File: src/rtl/cpu_ctrl_pkg.sv
// Shared types and constants for the multi-cycle CPU control FSM:
// state encoding, supported opcodes and ALUOp codes.
package cpu_ctrl_pkg;

    typedef enum logic [2:0] {
        IDLE   = 3'd0,
        FETCH  = 3'd1,
        DECODE = 3'd2,
        EXEC   = 3'd3,
        MEM    = 3'd4,
        WB     = 3'd5,
        HALT   = 3'd7
    } state_t;

    localparam logic [5:0] OP_RTYPE = 6'b000000;
    localparam logic [5:0] OP_LW    = 6'b100011;
    localparam logic [5:0] OP_SW    = 6'b101011;
    localparam logic [5:0] OP_ADDI  = 6'b001000;

    localparam logic [1:0] ALUOP_ADD   = 2'b00;
    localparam logic [1:0] ALUOP_FUNCT = 2'b10;

    function automatic logic is_supported(input logic [5:0] op);
        return (op == OP_RTYPE) || (op == OP_LW) || (op == OP_SW) || (op == OP_ADDI);
    endfunction

endpackage

File: src/rtl/mc_wait_timer.sv
// Counts non-acknowledged data-memory cycles while the FSM sits in MEM and
// flags the cycle in which one more miss would exceed the wait budget.
module mc_wait_timer #(
    parameter int WAIT_MAX = 15,
    parameter int WAIT_W   = 4
) (
    input  logic clk,
    input  logic rst,
    input  logic active,
    input  logic ack,
    output logic at_limit
);

    logic [WAIT_W-1:0] count;

    // Cleared whenever MEM is not occupied or the access completes.
    always_ff @(posedge clk) begin
        if (rst || !active || ack) begin
            count <= '0;
        end else begin
            count <= count + 1'b1;
        end
    end

    assign at_limit = (count == WAIT_W'(WAIT_MAX - 1));

endmodule

File: src/rtl/multicycle_control.sv
// Multi-cycle CPU control FSM (FETCH/DECODE/EXEC/MEM/WB, HALT on bad opcode
// or memory timeout). Define MC_RETIRE_CNT_EN to add the retired-instruction counter.
module multicycle_control
    import cpu_ctrl_pkg::*;
#(
    parameter int OPC_W    = 6,
    parameter int WAIT_MAX = 15,
    parameter int WAIT_W   = 4,
    parameter int RET_W    = 16
) (
    input  logic             clk,
    input  logic             rst,
    input  logic             run,
    input  logic [OPC_W-1:0] opcode,
    input  logic             dm_ack,
    output logic             pc_write,
    output logic             im_en,
    output logic             ir_write,
    output logic             reg_dst,
    output logic             alu_src,
    output logic [1:0]       alu_op,
    output logic             dm_req,
    output logic             dm_we,
    output logic             mem_to_reg,
    output logic             reg_write,
    output logic             halted,
    output logic [2:0]       state_o
`ifdef MC_RETIRE_CNT_EN
    ,
    output logic [RET_W-1:0] retired
`endif
);

    state_t           state;
    state_t           next_state;
    logic [OPC_W-1:0] op_q;
    logic             at_limit;

    mc_wait_timer #(
        .WAIT_MAX (WAIT_MAX),
        .WAIT_W   (WAIT_W)
    ) u_wait_timer (
        .clk      (clk),
        .rst      (rst),
        .active   (state == MEM),
        .ack      (dm_ack),
        .at_limit (at_limit)
    );

    always_ff @(posedge clk) begin
        if (rst) begin
            state <= IDLE;
        end else begin
            state <= next_state;
        end
    end

    // The opcode is only trusted from DECODE on, so it is frozen here for EXEC/MEM/WB.
    always_ff @(posedge clk) begin
        if (rst) begin
            op_q <= '0;
        end else if (state == DECODE) begin
            op_q <= opcode;
        end
    end

    always_comb begin
        next_state = state;
        case (state)
            IDLE:   next_state = run ? FETCH : IDLE;
            FETCH:  next_state = DECODE;
            DECODE: next_state = is_supported(opcode) ? EXEC : HALT;
            EXEC:   next_state = (op_q == OP_LW || op_q == OP_SW) ? MEM : WB;
            MEM: begin
                if (dm_ack) begin
                    if (op_q == OP_LW) begin
                        next_state = WB;
                    end else begin
                        next_state = run ? FETCH : IDLE;
                    end
                end else if (at_limit) begin
                    next_state = HALT;
                end
            end
            WB:     next_state = run ? FETCH : IDLE;
            HALT:   next_state = HALT;
            default: next_state = IDLE;
        endcase
    end

    // Outputs follow the state and latched opcode; the single exception is a
    // store's pc_write, which must coincide with the acknowledging cycle.
    always_comb begin
        pc_write   = 1'b0;
        im_en      = 1'b0;
        ir_write   = 1'b0;
        reg_dst    = 1'b0;
        alu_src    = 1'b0;
        alu_op     = ALUOP_ADD;
        dm_req     = 1'b0;
        dm_we      = 1'b0;
        mem_to_reg = 1'b0;
        reg_write  = 1'b0;
        halted     = 1'b0;
        case (state)
            FETCH:  im_en    = 1'b1;
            DECODE: ir_write = 1'b1;
            EXEC: begin
                if (op_q == OP_RTYPE) begin
                    alu_op  = ALUOP_FUNCT;
                    alu_src = 1'b0;
                end else begin
                    alu_op  = ALUOP_ADD;
                    alu_src = 1'b1;
                end
            end
            MEM: begin
                dm_req   = 1'b1;
                dm_we    = (op_q == OP_SW);
                pc_write = (op_q == OP_SW) && dm_ack;
            end
            WB: begin
                reg_write  = 1'b1;
                pc_write   = 1'b1;
                reg_dst    = (op_q == OP_RTYPE);
                mem_to_reg = (op_q == OP_LW);
            end
            HALT:   halted = 1'b1;
            default: ;
        endcase
    end

    assign state_o = state;

`ifdef MC_RETIRE_CNT_EN
    always_ff @(posedge clk) begin
        if (rst) begin
            retired <= '0;
        end else if (pc_write) begin
            retired <= retired + 1'b1;
        end
    end
`endif

endmodule
File: config.mk
export PLATFORM = sky130hd
export DESIGN_NAME = multicycle_control
export DESIGN_NICKNAME = d
export VERILOG_FILES = /design/src/rtl/cpu_ctrl_pkg.sv /design/src/rtl/mc_wait_timer.sv /design/src/rtl/multicycle_control.sv
export SDC_FILE = /design/constraint.sdc
export NUM_CORES = 1
export LEC_CHECK = 0
export ABC_AREA = 1
export BUFFER_PORTS_ARGS = -buffer_cell sky130_fd_sc_hd__clkbuf_2
export CAP_MARGIN = 30
export CORE_UTILIZATION = 35
export CTS_CLUSTER_SIZE = 20
export DETAILED_ROUTE_END_ITERATION = 8
export PLACE_DENSITY = 0.63
export SLEW_MARGIN = 10
export SYNTH_ARGS = -nofsm -noshare
export SYNTH_HDL_FRONTEND = slang
export SYNTH_SLANG_ARGS = --single-unit
export TNS_END_PERCENT = 50
File: constraint.sdc
create_clock -name clk -period 2.4 [get_ports clk]
set_input_delay 0.48 -clock clk [delete_from_list [all_inputs] [get_ports clk]]
set_output_delay 0.48 -clock clk [all_outputs]
set_load 0.01 [all_outputs]
==> results of run 1 <==
kinds of logic after synthesis:
logic type / Yosys count / share of synthesized area
and+or+nand+nor: 57 / 0.352
buffers and inverters: 20 / 0.129
AOI/OAI and AO/OA: 13 / 0.0966
DFF: 13 / 0.359
xor gates and xnor gates: 2 / 0.0241
adders and majority gates: 2 / 0.0345
other: 1 / 0.00517
per-stage QoR:
stage	cell area, µm²	hold slack [ns]	cells	total power (µW)	util
after floorplan	726	0.430	108	442	-
after global placement	845	0.446	155	489	0.430
after detailed placement	845	0.458	155	493	0.430
after CTS	871	0.420	159	628	0.444
after global routing	871	0.441	159	666	0.444
final	871	0.430	159	619	0.444
flip-flops by register name, indices dropped and copies added, names as in the netlist:
signal,cells
u_wait_timer.count,4
op_q,6
state_o,3
cell type report:
class | instances | area share
inverters | 17 | 0.0733
clock buffers | 4 | 0.0302
multi-input cells | 75 | 0.427
repair buffers | 23 | 0.132
flip-flops and latches | 13 | 0.299
well taps | 27 | 0.0388
how the worst min path moves through the flow:
stage	end	slack, ns
floorplan	u_wait_timer.count[0]	0.43
global placement	u_wait_timer.count[0]	0.45
detailed placement	u_wait_timer.count[0]	0.46
CTS	state_o[1]	0.42
global route	op_q[1]	0.44
finish	state_o[1]	0.43
routing by layer:
metal,share of wire,wire length [µm]
met5,0,0
met4,0.0092,14
met3,0.034,52
met2,0.47,725
met1,0.48,734
placed cells by master, fill, tap and decap left out, drive strengths merged:
cell	synthesis	routed
nand4	1	1
o21ai	5	5
nand3	14	14
xor2	1	1
nor3	1	1
o211ai	1	1
nand2	23	23
o21bai	1	1
clkbuf	0	27
inv	17	17
xnor2	1	1
ha	2	2
a21oi	6	6
nor2	18	18
dfxtp	13	13
conb	1	1
worst reg2reg max path, cell delays in order (launching register included):
cell	delay (ns)
sky130_fd_sc_hd__dfxtp_1	0.51
sky130_fd_sc_hd__inv_2	0.09
sky130_fd_sc_hd__nand3_2	0.19
sky130_fd_sc_hd__inv_2	0.09
sky130_fd_sc_hd__nand2_1	0.09
sky130_fd_sc_hd__nand3_1	0.07
sky130_fd_sc_hd__nand2_1	0.06
sky130_fd_sc_hd__inv_1	0.03
report_power, final:
group	internal [µW]	switching [µW]	leakage, µW
clock network	64.3	67.2	0.0000150
registers	246	36.8	0.000106
logic	77.0	127	0.000321
==> results summary, run 1 <==
The synthesis warning total came out at 0. The static leakage power is 0.000442 µW. After technology mapping, the gate count stands at 108.

The die area is 0.00226 mm². The share of cells above drive strength 1 is 0.265. The clock period minus worst slack came out at 1.84 ns. The met3 routing resource usage after global routing is 0.0340.

For this run, design rule violations remaining after detail routing come to 0. In the post-synthesis netlist, the cell with the most instances is sky130_fd_sc_hd__nand2_1. The startpoint identified for the worst hold timing path is rst. The count of final max-slew check failures came to 0.

The kind of end point of the critical path is a primary output. The sequential cell area is 260 µm². Among cell families on the critical path, the largest total delay comes from flip-flops. Once routing completed, OpenROAD measured the worst setup slack at 0.559 ns. The number of cells upsized or downsized after cts is 0. In this run the clock root is driven by a sky130_fd_sc_hd__clkbuf_4. The required time at the endpoint of the critical path is 1.92 ns.

In the global route stage, overall resource usage came out at 0.155. IR analysis of the VDD net gives a maximum drop of 0.369 mV. The detailed-route wire length came out at 1530 µm. In the final layout, the multi-input gates occupy 372 µm². The number of failing hold endpoints at the final stage came out at 0.

In this run the standard cell core region covers 0.00196 mm². After routing, the total negative slack on setup checks comes to 0 ns. The number of instances on the worst hold path is 2. The critical-path maximum fanout is 9. In this run the count of I/O pins placed on the die edge is 25. The sum of net half-perimeters after detailed placement is 1260 µm.

The start point of the critical path is state_o[2]. The number of buffers and inverters on the critical path came out at 2. The flow ran to the end, and the final reports show no timing, DRC or antenna violations. The mean area per synthesized cell is 6.72 µm².

The filler cells instantiated in the layout total 240. Static timing analysis puts the maximum clock frequency at 543 MHz. met2 is the most crowded layer. In the global route stage, met1 resource usage came out at 0.182.

The final weighted congestion of routability-driven global placement is 0.880. The data arrival time of the critical path came out at 1.36 ns. The min-delay analysis places its worst path in the category input port to flop. Setup repair after global routing left no endpoint under its margin. TritonCTS built the clock tree. The startpoint identified for the worst register-to-register timing path is state_o[2]. The number of antenna violations at the first check in global routing was 0. The largest total area in the synthesized netlist belongs to sky130_fd_sc_hd__dfxtp_1. In this run the number of cells on the critical path is 5. The wire length per cell is 9.60 µm. The remaining global-route overflow is 0. Setup violations remaining at the end of the flow were counted as 0. At the later pin of the worst-skew pair, clock insertion delay measures 0.27 ns. The count of buffers added on input and output ports is 23.

The worst setup path is launched from a flop. The critical path class is flop to primary output. The largest net degree at the start of global routing came out at 12. Synthesis instantiated 21 different standard cells from the library.

The power per unit of standard cell area is 711 mW/mm². The number of buffers created by CTS came out at 3. The violation count after the first detailed-route iteration is 10.

The floorplan die height is 47.5 µm. The number of rows created at floorplan came out at 16. Counting cells, the worst reg-to-reg path comes to 7. In the global route stage, met2 resource usage came out at 0.271. The number of maximum-capacitance violations came out at 0.

0 antenna diodes ended up in the layout. The post-CTS setup-driven buffer insertion count came out at 0. The via count of the first global-routing pass is 622. The post-synthesis cell area came out at 726 µm².

Of the post-synthesis cell area, the dominant cell type holds 0.359. From left edge to right edge, the die measures 47.5 µm. The placement-stage worst setup slack is 0.852 ns. The average vias per placed instance came out at 4.55. The fraction of synthesis flops using an asynchronous set or reset pin is 0. The most common cell type on the critical path is sky130_fd_sc_hd__nor2_1. After clock tree synthesis, the flow added hold-fix buffers numbering 0.

Yosys attributes the largest share of cell area to sky130_fd_sc_hd__dfxtp_1, sky130_fd_sc_hd__nand2_1, sky130_fd_sc_hd__nor2_1. The first TritonRoute pass finished after 5 iterations. The vias after detailed routing came out at 723. The count of flip-flops with a built-in enable after synthesis came out at 0. The clock sink count is 13. The flip-flop and latch count after synthesis came out at 13.

For this run, the slowest stage of the critical path takes 0.51 ns. Clock-pin slew was measured on the worst setup and hold paths at 0.08 ns. The portion of the clock cycle consumed by the worst path in the final layout came out at 0.767. The register-to-register path setup slack came out at 1.18 ns. For this run, the leading register cell type out of synthesis is sky130_fd_sc_hd__dfxtp_1.

Counting every net in the synthesized netlist gives 120. The register area share after synthesis is 0.359. Following the worst setup path forward leads to its endpoint at mem_to_reg. The final net count is 145. The critical path goes through nand2_1 > nor2_1 > inv_1 > nor2_1 > clkbuf_2. The area growth from synthesis to final layout came out at 20.0%. The count of nets left with antenna violations once routing finished came out at 0.

The starting density of the core came out at 0.370. In the synthesized netlist, the cells that appear most often are sky130_fd_sc_hd__nand2_1, sky130_fd_sc_hd__nor2_1, sky130_fd_sc_hd__dfxtp_1, sky130_fd_sc_hd__inv_1, sky130_fd_sc_hd__nand3_1. For this design, the slowest cell found on the critical path is sky130_fd_sc_hd__dfxtp_1. In this run the number of H-tree levels came out at 1. The deepest clock path buffer count is 2. The first global-routing pass estimated 2440 µm of wire. On the final layout, the worst clock skew is 0.00322 ns. The terminus of the critical flop-to-flop path is state_o[2].
Note: power is estimated with default switching activity, not from simulation.
==> run 2: changes to the inputs <==
==> constraint.sdc (replaced) <==
create_clock -name clk -period 1.75 [get_ports clk]
set_input_delay 0.35 -clock clk [delete_from_list [all_inputs] [get_ports clk]]
set_output_delay 0.35 -clock clk [all_outputs]
set_load 0.01 [all_outputs]
==> results summary, run 2 (same netlist as run 1, synthesis figures left out) <==
The flow ran to the end, and the final reports show no timing, DRC or antenna violations. The clock-pin slew reported for the worst setup and hold paths after clock tree synthesis was 0.08 ns (about the same). The average vias per placed instance is 4.54 (-0.21%).

The share of cells above drive strength 1 is 0.278 (+0.0130). The area growth from synthesis to final layout came out at 21.2%. The data arrival time of the critical path is 1.26 ns (-0.10 ns). The wire length per cell is 9.53 µm (-0.82%). The power per unit of standard cell area came out at 975 mW/mm² (+37%).

The final weighted congestion of routability-driven global placement came out at 0.814 (-7.5%). The clock sink count came out at 13 (unchanged). The final net count is 146 (+0.69%).

The H-tree depth came out at 1 (unchanged). The total negative slack for setup checks is 0 ns (unchanged). The number of antenna cells inserted came to 0 (unchanged). The post-CTS setup-driven buffer insertion count came out at 0 (unchanged). The violation count after the first detailed-route iteration is 16 (+6). The cts-stage hold buffer count is 0 (unchanged). The register-to-register path setup slack is 0.63 ns (-0.55 ns). The maximum vdd drop is 0.560 mV (+51%). The vias after detailed routing came out at 726 (+0.41%). The sum of net half-perimeters after detailed placement is 1320 µm (+4.1%). The number of failing hold endpoints at the final stage is 0 (unchanged). The number of cells upsized or downsized after cts came out at 0 (unchanged). The cell at the root of the clock tree is sky130_fd_sc_hd__clkbuf_4.

The number of rows created at floorplan came out at 16 (unchanged). The clock period could shrink to 1.61 ns. The power consumption was 857 µW (+39%). The remaining global-route overflow was 0 (unchanged).

The critical-path maximum fanout was 3 (-6). The number of buffers and inverters on the critical path came out at 1 (-1). The deepest clock path buffer count is 2 (unchanged). The insertion delay of the later-clocked pin in the worst-skew pair is 0.27 ns (about the same). The kind of start point of the critical path is a flop.

The count of final max-slew check failures came out at 0 (unchanged). Setup repair after global routing left no endpoint under its margin. The total iterations of the first detailed-routing run was 4 (-1). The maximum cell stage delay along the critical path came to 0.36 ns (-0.15 ns). The worst register-to-register path ends at state_o[1]. The floorplan die height was 47.5 µm (unchanged). The worst register-to-register path begins at state_o[0]. More flip-flops sit in one register than any other, and that register is op_q.

The DRC violation count after routing is 0 (unchanged). The critical path's top delay family is flip-flops. The largest net degree at the start of global routing is 11 (-1).

The critical path is of the flop to primary output type. The detailed-route wire length was 1520 µm (-0.20%). The number of antenna violations at the first check in global routing is 0 (unchanged). The slowest stage of the critical path is the sky130_fd_sc_hd__dfxtp_1 cell. The number of top-level pins is 25 (unchanged). The number of instances on the worst hold path came to 2 (unchanged). The global-route usage over all layers came out at 0.151 (-0.00425). The number of flip-flops in the largest register came out at 6 (unchanged).

The static leakage power is 0.000446 µW (+0.95%). The top cell types in the final layout, fill and taps aside, are sky130_fd_sc_hd__nand2_1, sky130_fd_sc_hd__clkbuf_2, sky130_fd_sc_hd__nor2_1, sky130_fd_sc_hd__inv_1, sky130_fd_sc_hd__dfxtp_1. The starting density of the core came to 0.370 (unchanged).

In this run the worst setup path terminates at pc_write. The die boundary width came out at 47.5 µm (unchanged). TritonCTS built the clock tree. The worst hold path belongs to the class input port to flop. The via count of the first global-routing pass is 637 (+2.4%).

The path length in cells of the critical path is 5 (unchanged). The required time at the endpoint of the critical path came out at 1.40 ns (-0.52 ns). The core box area came to 0.00196 mm² (unchanged). The number of routed nets with antenna violations was 0 (unchanged). The portion of the clock cycle consumed by the worst path in the final layout is 0.919. The number of cells traversed by the worst register-to-register path came to 6 (-1). The number of buffers created by CTS came to 3 (unchanged). STA classifies the critical path endpoint as a primary output.

The quantity of I/O buffers inserted on ports was 23 (unchanged). Timing would allow up to 621 MHz. The wire length of the first global-routing pass came out at 2390 µm (-2.0%).

The final setup violation count is 0 (unchanged). The number of maximum-capacitance violations came out at 0 (unchanged). Traced cell by cell, the critical path runs through nand2_1 > nor2_1 > nand3_1 > o21ai_1 > clkbuf_2. The largest clock skew in the final design is 0.00645 ns (+0.00323 ns). The die area came out at 0.00226 mm² (unchanged). The start point of the critical path is op_q[1].
run 2: changes by cell type in the layout (fill, tap and decap cells not counted):
cell / delta
sky130_fd_sc_hd__dfxtp_2: +1
sky130_fd_sc_hd__dfxtp_1: -1
sky130_fd_sc_hd__buf_4: +1
sky130_fd_sc_hd__o21ai_1: +1
sky130_fd_sc_hd__o21ai_0: -1
run 2: worst min-delay path by stage:
stage                     startpoint                    end  slack, ns
2_1_floorplan                    rst                op_q[0]       0.42
6_report                         rst                op_q[0]       0.31
4_1_cts                          rst                op_q[0]       0.31
5_1_grt                          rst                op_q[0]       0.32
3_3_place_gp   u_wait_timer.count[0]  u_wait_timer.count[0]       0.45
3_5_place_dp   u_wait_timer.count[0]  u_wait_timer.count[0]       0.46
run 2: final cells by class:
cell class                 instances  area, µm²
timing repair buffer              24        123
tap                               27       33.8
multi-input combinational         75        372
fill                             243       1080
clock buffer                       4       26.3
sequential                        13        262
inverter                          17       63.8
run 2: per-layer routing:
layer  part of all wire  vias up  GRT usage
met1               0.46      319      0.162
met2               0.49       17      0.268
met5                  0        -          0
met4             0.0079        0     0.0722
met3              0.044        2     0.0453
li1                   -      388          -
run 2: stage by stage:
step | hold slack (ns) | instances | setup slack (ns) | area, µm² | util
after CTS | 0.306 | 160 | 0.0890 | 878 | 0.448
after detailed placement | 0.459 | 156 | 0.387 | 852 | 0.434
final | 0.308 | 160 | 0.141 | 880 | 0.448
after global routing | 0.315 | 160 | 0.0160 | 880 | 0.448
after global placement | 0.445 | 156 | 0.416 | 852 | 0.434
after floorplan | 0.419 | 108 | 0.359 | 726 | -
run 2: power breakdown:
part           internal, µW  switching, µW
combinational           113            179
clock                  88.1           90.3
sequential              339           48.5
run 2: worst register-to-register path, cell delays in order, from the launching register on:
cell and delay [ns]:
sky130_fd_sc_hd__dfxtp_1 0.43, sky130_fd_sc_hd__inv_2 0.09, sky130_fd_sc_hd__nand3_2 0.10, sky130_fd_sc_hd__buf_4 0.17, sky130_fd_sc_hd__nand3_2 0.06, sky130_fd_sc_hd__o21ai_1 0.12, sky130_fd_sc_hd__nor2_1 0.05
==> run 3: changes to the inputs <==
--- a/config.mk
+++ b/config.mk
@@ -12,6 +12,8 @@
 export CTS_CLUSTER_SIZE = 20
 export DETAILED_ROUTE_END_ITERATION = 8
 export PLACE_DENSITY = 0.63
+export RECOVER_POWER = 50
+export SETUP_SLACK_MARGIN = 0.1
 export SLEW_MARGIN = 10
 export SYNTH_ARGS = -nofsm -noshare
 export SYNTH_HDL_FRONTEND = slang
==> results summary, run 3 (same netlist as run 1, synthesis figures left out) <==
The required time at the endpoint of the critical path is 1.40 ns (about the same). The worst setup path is launched from a flop. The type of the worst min-delay path is input port to flop. The vias after detailed routing is 733 (+0.96%). The static leakage power is 0.000445 µW (-0.34%). The number of routed nets with antenna violations is 0 (unchanged). The average vias per placed instance is 4.58 (+0.96%).

The layer flagged by global routing as most heavily used is met2. The detailed-route wire length is 1600 µm (+4.9%). The count of final max-slew check failures came out at 0 (unchanged).

The number of maximum-capacitance violations came out at 0 (unchanged). The number of failing hold endpoints at the final stage was 0 (unchanged). The number of instances on the worst hold path is 2 (unchanged). The maximum clock frequency came out at 631 MHz (+1.5%). The core box area is 0.00196 mm² (unchanged). The portion of the clock cycle consumed by the worst path in the final layout came out at 0.906 (-0.0136).

The DRC violation count after routing came out at 0 (unchanged). The global-route usage over all layers came to 0.151 (unchanged). The die area is 0.00226 mm² (unchanged). The total iterations of the first detailed-routing run is 4 (unchanged).

The cts-stage hold buffer count is 0 (unchanged). The worst setup path is captured at a primary output. The met1 routing resource usage after global routing came out at 0.162 (unchanged). Leaving out fill and tap cells, the most frequent cell in the layout is sky130_fd_sc_hd__nand2_1. The total placed cells including tap cells was 156 (unchanged). The number of antenna violations at the first check in global routing was 0 (unchanged). The remaining global-route overflow is 0 (unchanged). The via count of the first global-routing pass came to 637 (unchanged). The global routing met2 resource utilization is 0.268 (unchanged). The largest clock skew in the final design is 0.00736 ns (+0.000909 ns).

The insertion delay of the later-clocked pin in the worst-skew pair is 0.27 ns (about the same). The met3 routing resource usage after global routing came to 0.0453 (unchanged). The power per unit of standard cell area is 975 mW/mm² (about the same). Setup repair after global routing could not meet its margin everywhere. The number of cells traversed by the worst register-to-register path came out at 6 (unchanged). The violation count after the first detailed-route iteration came out at 9 (-7). The final weighted congestion of routability-driven global placement is 0.814 (unchanged). The clock sink count is 13 (unchanged). The starting density of the core came out at 0.370 (unchanged). The largest net degree at the start of global routing is 11 (unchanged). The deepest clock path buffer count came out at 2 (unchanged).

The number of buffers created by CTS is 3 (unchanged). The number of flip-flops in the largest register is 6 (unchanged). The area growth from synthesis to layout is 21.0%.

The wire length of the first global-routing pass is 2390 µm (unchanged). The floorplan die height is 47.5 µm (unchanged). The clock-pin slew reported for the worst setup and hold paths after clock tree synthesis is 0.08 ns (about the same). The flow ran to the end, and the final reports show no timing, DRC or antenna violations. The maximum vdd drop is 0.545 mV (-2.5%). In this run the clock root is driven by a sky130_fd_sc_hd__clkbuf_4.

The critical path in this run is classified as flop to primary output. The data arrival time of the critical path is 1.24 ns (-0.02 ns). The final setup violation count came out at 0 (unchanged). The H-tree depth is 1 (unchanged). The wire length per cell came out at 9.99 µm (+4.9%). The critical-path maximum fanout is 6 (+3). The die boundary width is 47.5 µm (unchanged). The total negative slack for setup checks came out at 0 ns (unchanged). The final net count came out at 146 (unchanged). The number of antenna cells inserted is 0 (unchanged). In the layout the commonest cells are sky130_fd_sc_hd__nand2_1, sky130_fd_sc_hd__clkbuf_2, sky130_fd_sc_hd__nor2_1, sky130_fd_sc_hd__nand3_1, sky130_fd_sc_hd__inv_1. The non-filler instance count after layout is 160 (unchanged). The clock period minus worst slack came out at 1.59 ns (-0.0238 ns). The share of cells above drive strength 1 is 0.286 (+0.00752). TritonCTS built the clock tree. The register with the most flip-flops in the final layout is op_q. The sum of net half-perimeters after detailed placement came to 1320 µm (unchanged).

The number of rows created at floorplan came out at 16 (unchanged). The quantity of I/O buffers inserted on ports was 23 (unchanged). The number of top-level pins came to 25 (unchanged).
[run 3: timing repair]
| item | CTS | global route |
|---|---|---|
| hold endpoints to repair | 0 | 0 |
| setup endpoints to repair | 3 | 6 |
| gates resized for setup | 1 | 9 |
| setup buffers | 0 | 0 |
| pin swaps | 0 | 1 |
[run 3: worst max-delay path, cell delays in order, from the launching register on]
cell and delay, ns:
sky130_fd_sc_hd__dfxtp_1 0.44, sky130_fd_sc_hd__inv_2 0.09, sky130_fd_sc_hd__nor2_2 0.13, sky130_fd_sc_hd__inv_1 0.07
sky130_fd_sc_hd__nor2_1 0.11, sky130_fd_sc_hd__clkbuf_2 0.14
[run 3: where the power goes]
group / internal [µW] / total [µW] / switching (µW)
clock: 88.1 / 179 / 91.0
sequential: 342 / 390 / 48.2
combinational: 105 / 287 / 182
total: 535 / 856 / 321
[run 3: final cells by class]
| type | count | area [µm²] |
|---|---|---|
| inverters | 17 | 63.8 |
| clock buffers | 4 | 26.3 |
| flip-flops and latches | 13 | 267 |
| repair buffers | 24 | 119 |
| fillers | 250 | 1080 |
| multi-input cells | 75 | 369 |
| well taps | 27 | 33.8 |
[run 3: path summary, 6_finish.rpt]
kind / start / end / slack (ns)
worst min-delay path: rst / op_q[1] / 0.30
worst max-delay path: state_o[0] / mem_to_reg / 0.16
worst min register to register: u_wait_timer.count[0] / u_wait_timer.count[0] / 0.47
worst max register to register: state_o[0] / state_o[1] / 0.34
[run 3: layer usage]
layer,routed length (µm),vias to the layer above
met5,0,-
met4,12,0
met1,710,324
li1,-,390
met2,808,17
met3,67,2
[run 3: stage by stage]
step,utilization,hold WS [ns],cell area (µm²),power (µW),worst slack (ns)
floorplan,-,0.419,726,607,0.359
global placement,0.434,0.445,852,682,0.416
detailed placement,0.434,0.459,852,687,0.387
CTS,0.448,0.306,880,865,0.109
global route,0.448,0.316,878,921,0.0552
finish,0.448,0.301,878,856,0.165
